`config.mk`:
```
export PLATFORM = sky130hd
export DESIGN_NAME = gray_count_receiver
export DESIGN_NICKNAME = d
export VERILOG_FILES = /design/src/rtl/gray_count_receiver.sv
export SDC_FILE = /design/constraint.sdc
export NUM_CORES = 1
export LEC_CHECK = 0
export ABC_CLOCK_PERIOD_IN_PS = 3800
export BUFFER_PORTS_ARGS = -buffer_cell sky130_fd_sc_hd__buf_2
export CORE_MARGIN = 1
export CORE_UTILIZATION = 30
export CTS_CLUSTER_SIZE = 24
export DETAILED_ROUTE_END_ITERATION = 7
export GPL_TIMING_DRIVEN = 0
export SKIP_CTS_REPAIR_TIMING = 1
export SYNTH_ARGS = -nofsm -noshare
export SYNTH_HDL_FRONTEND = slang
export SYNTH_SLANG_ARGS = --single-unit
```
`constraint.sdc`:
```
create_clock -name clk -period 3.8 [get_ports clk]
set_input_delay 0.38 -clock clk [delete_from_list [all_inputs] [get_ports clk]]
set_output_delay 0.38 -clock clk [all_outputs]
set_load 0.03 [all_outputs]
```
`src/rtl/gray_count_receiver.sv`:
```
// Receives a Gray-coded count from a foreign clock domain, synchronizes and decodes it,
// and reports per-update deltas plus a sticky error on illegal multi-bit Gray steps.
module gray_count_receiver #(
   parameter int DATA_WIDTH  = 8,
   parameter int SYNC_STAGES = 2
) (
   input  logic                  clk,
   input  logic                  resetn,
   input  logic [DATA_WIDTH-1:0] gray_in,
   input  logic                  err_clr,
   output logic [DATA_WIDTH-1:0] bin_out,
   output logic                  upd,
   output logic [DATA_WIDTH-1:0] delta,
   output logic                  err,
   output logic                  ready
);

   typedef enum logic [1:0] {FILL, BASE, TRACK, FAULT} state_t;

   localparam int CW = $clog2(SYNC_STAGES + 1);
   localparam logic [CW-1:0] FILL_LAST = CW'(SYNC_STAGES - 1);

   state_t                                state, state_nx;
   logic [CW-1:0]                         fill_cnt, fill_nx;
   logic [SYNC_STAGES-1:0][DATA_WIDTH-1:0] sync_q;
   logic [DATA_WIDTH-1:0]                 prev_gray;
   logic [DATA_WIDTH-1:0]                 sync_out, bin_dec, diff;
   logic                                  tracking, changed, multi;

   function automatic logic [DATA_WIDTH-1:0] gray2bin(input logic [DATA_WIDTH-1:0] g);
      logic [DATA_WIDTH-1:0] b;
      b[DATA_WIDTH-1] = g[DATA_WIDTH-1];
      for (int i = DATA_WIDTH - 2; i >= 0; i--) b[i] = b[i+1] ^ g[i];
      return b;
   endfunction

   assign sync_out = sync_q[SYNC_STAGES-1];
   assign bin_dec  = gray2bin(sync_out);
   assign diff     = sync_out ^ prev_gray;
   assign changed  = |diff;
   // Clearing the lowest set bit leaves something only when two or more bits moved.
   assign multi    = changed && |(diff & (diff - 1'b1));
   assign tracking = (state == TRACK) || (state == FAULT);
   assign ready    = tracking;

   always_ff @(posedge clk) begin
      // NOTE: sequential state uses non-blocking assignments so every flop samples pre-edge values.
      if (!resetn) begin
         state    <= FILL;
         fill_cnt <= '0;
      end else begin
         state    <= state_nx;
         fill_cnt <= fill_nx;
      end
   end

   always_comb begin
      // NOTE: defaults first so no path through the case leaves a signal unassigned (no latches).
      state_nx = state;
      fill_nx  = fill_cnt;
      case (state)
         FILL:    if (fill_cnt == FILL_LAST) state_nx = BASE;
                  else                       fill_nx  = fill_cnt + 1'b1;
         BASE:    state_nx = TRACK;
         TRACK:   if (multi) state_nx = FAULT;
         FAULT:   if (!multi && err_clr) state_nx = TRACK;
         default: state_nx = FILL;
      endcase
   end

   // Plain flop chain: no logic between stages so each stage only resolves metastability.
   always_ff @(posedge clk) begin
      if (!resetn) sync_q <= '0;
      else         sync_q <= {sync_q[SYNC_STAGES-2:0], gray_in};
   end

   always_ff @(posedge clk) begin
      if (!resetn) begin
         prev_gray <= '0;
         bin_out   <= '0;
         upd       <= 1'b0;
         delta     <= '0;
         err       <= 1'b0;
      end else begin
         upd   <= 1'b0;
         delta <= '0;
         if (state == BASE) begin
            prev_gray <= sync_out;
            bin_out   <= bin_dec;
         end else if (tracking && changed) begin
            prev_gray <= sync_out;
            bin_out   <= bin_dec;
            upd       <= 1'b1;
            delta     <= bin_dec - bin_out;
         end
         // A fresh illegal step outranks a concurrent clear request.
         if (tracking && multi)                err <= 1'b1;
         else if (state == FAULT && err_clr)   err <= 1'b0;
      end
   end

endmodule

```
==> metrics <==
antenna-violating nets left 0; H-tree Lvls 2; Vias/cell 4.40; post-synthesis average cell area 9.71 um^2; most frequent cells in the layout dfxtp_1, buf_2, nand2_1; FF-to-FF setup slack 0.34 ns; Antenna diodes 0; Rows 29; Hold Startpoint gray_in[4]; final cell count without fillers 318; Die X 83.6 um; Cells after DPL 311; combinational share of power 0.393; Tmin final 3.46 ns; Syn Inst Count 206; RSZ-0062 raised after global routing false; Yosys Warn Count 0; cell internal pwr 0.967 mW; FFs w/ async S/R, synth 0; Net Sw Power 0.549 mW; RR Startpoint sync_out[5]$_SDFF_PN0_; die area 0.00699 mm^2; vias in the first global route 1388; number of synthesized register bits 45; Clock Path Buffers 2; final layout net count 261; highest clock rate 289 MHz; Crit Path Category register to register; pwr dens 648 mW/mm^2; cell count of the worst reg-to-reg path 14; Max-slew headroom 0.674; sequential area share after synthesis 0.451; hold path depth 2; Pleak 1.03 nW; Total Routed Length 3490 um; via count 1400; DP Area 0.00224 mm^2; Worst Max-Slew Pin Slew 0.485 ns; initial core utilization 0.313; total core area 0.00639 mm^2; DP HPWL 2640 um; Clock Pin Slew Worst Setup and Hold Paths 0.08 ns; Initial DRT Pass Iterations 3; commonest non-fill, non-tap cell in the layout dfxtp_1; gpl congestion 0.766; Overflow after GRT 0; Worst setup EP type register; largest net degree at the start of global routing 14; DRC violation count after routing 0; Die Ht 83.6 um; switching part of the total 0.362; synth top area cells dfxtp_1, and2_1, nand2_1, ha_1, xnor2_1; all-layer global routing usage 0.113; cell taking the most area after synthesis dfxtp_1; predominant post-synthesis flop cell dfxtp_1; Final Cell Area 0.00234 mm^2; cts bufs inserted 5; critical path launch point type register; status complete, no violations; max_cap viols 0; endpoints failing setup 0; Post-Syn Area 0.00200 mm^2; post-synth top area share 0.451; # port buffers 28; CTS tree yes; initial antenna violation count 0; area delta synth->final 17.0%; Final Slew Violations 0; Final TNS setup 0 ns; final hold vios 0; initial DRC count 39; Worst EP required 3.98 ns; Worst Path Arrival 3.63 ns; FF-to-FF End delta[6]$_SDFF_PP0_; Fin Hold WS 0.283 ns; Pwr Total 1.52 mW; clock sinks 45; VDD IR max 0.249 mV; skew final 0.00381 ns; worst hold endpoint sync_q[4]$_SDFF_PN0_; Top Ports 30; latest clock arrival within the worst-skew pair 0.30 ns; Clock Power Share 0.228; Hold Crit Class primary input to register; first-pass GRT wire length 6270 um; CTS root buffer clkbuf_8; layout cells sized above 1 0.195; number of enable flip-flop cells after synthesis 0; Syn Nets 226; post-synthesis cell type count 37; critical path peak fanout 4; share of power burned in registers 0.380; routed wire length per instance 11.0 um; period utilization 0.910
==> per-layer routing <==
metal	GRT usage	vias to the layer above	share of wire
met1	0.137	621	0.48
met3	0.0267	7	0.037
li1	-	748	-
met5	0	-	0
met4	0.0555	0	0.021
met2	0.189	24	0.46
==> per-stage QoR <==
step           setup WS, ns  utilization
4_1_cts               0.293        0.366
5_1_grt              0.0536        0.366
3_3_place_gp          0.338        0.350
3_5_place_dp          0.332        0.350
6_report              0.344        0.366
2_1_floorplan         0.609            -
==> critical path, cell delays in order (launching register included) <==
cell and delay (ns):
dfxtp_1 0.39, xor3_2 0.52, xor3_2 0.33, xnor2_4 0.19
xnor2_4 0.23, xnor2_2 0.15, ha_1 0.20, inv_1 0.06
fa_1 0.40, a21o_1 0.18, a21oi_1 0.20, o21bai_1 0.08
a21oi_1 0.18, xor2_1 0.16, nor2_1 0.05
==> final cells by class <==
cell class                      count  area, um^2
Buffer                              8        36.3
Clock buffer                        5        68.8
Clock inverter                      2        35.0
Fill cell                         657        4050
Inverter                           13        48.8
Multi-Input combinational cell    140        1010
Sequential cell                    45         901
Tap cell                           77        96.3
Timing Repair Buffer               28         140
==> power groups by stage <==
stage	Clock, mW	Combinational, mW	Sequential [mW]
after global placement	0	0.590	0.586
final	0.345	0.595	0.576
after CTS	0.359	0.603	0.577
after detailed placement	0	0.600	0.588
after floorplan	0	0.409	0.649
after global routing	0.381	0.675	0.585
==> worst max-delay path by stage <==
| stage | to | slack (ns) | cells past startpoint | from |
|---|---|---|---|---|
| final | delta[6]$_SDFF_PP0_ | 0.34 | 14 | sync_out[5]$_SDFF_PN0_ |
| after global placement | delta[6]$_SDFF_PP0_ | 0.34 | 14 | sync_out[5]$_SDFF_PN0_ |
| after CTS | delta[6]$_SDFF_PP0_ | 0.29 | 14 | sync_out[5]$_SDFF_PN0_ |
| after global routing | delta[6]$_SDFF_PP0_ | 0.05 | 14 | sync_out[5]$_SDFF_PN0_ |
| after floorplan | delta[6]$_SDFF_PP0_ | 0.61 | 14 | sync_out[5]$_SDFF_PN0_ |
| after detailed placement | delta[6]$_SDFF_PP0_ | 0.33 | 14 | sync_out[5]$_SDFF_PN0_ |
==> synthesized netlist by cell type (4+ instances only) <==
cell type	number
and2_1	19
clkbuf_1	5
ha_1	8
inv_1	13
nor3_1	4
o21a_1	4
nor2_1	7
nand3_1	6
dfxtp_1	45
xnor2_1	10
a21boi_0	10
a21oi_1	6
xor2_1	5
o21ai_0	5
nand2_1	28
==> cells by family (layout without fill, tap and decap cells) <==
| family | Yosys count | after routing | share of synthesized area |
|---|---|---|---|
| buffers and inverters | 21 | 56 | 0.0426 |
| adder cells (fa/ha/maj) | 9 | 9 | 0.0601 |
| AND/OR/NAND/NOR | 74 | 74 | 0.181 |
| XOR/XNOR | 20 | 20 | 0.126 |
| flip-flops | 45 | 45 | 0.451 |
| AO/OA/AOI/OAI | 37 | 37 | 0.139 |
==> flip-flops by register name, indices dropped and copies added (netlist names), 2 cells and up <==
signal     count
delta          8
fill_cnt       2
sync_out       8
sync_q         8
state          2
prev_gray      7
bin_out        8
(Power assumes the default switching activity.)
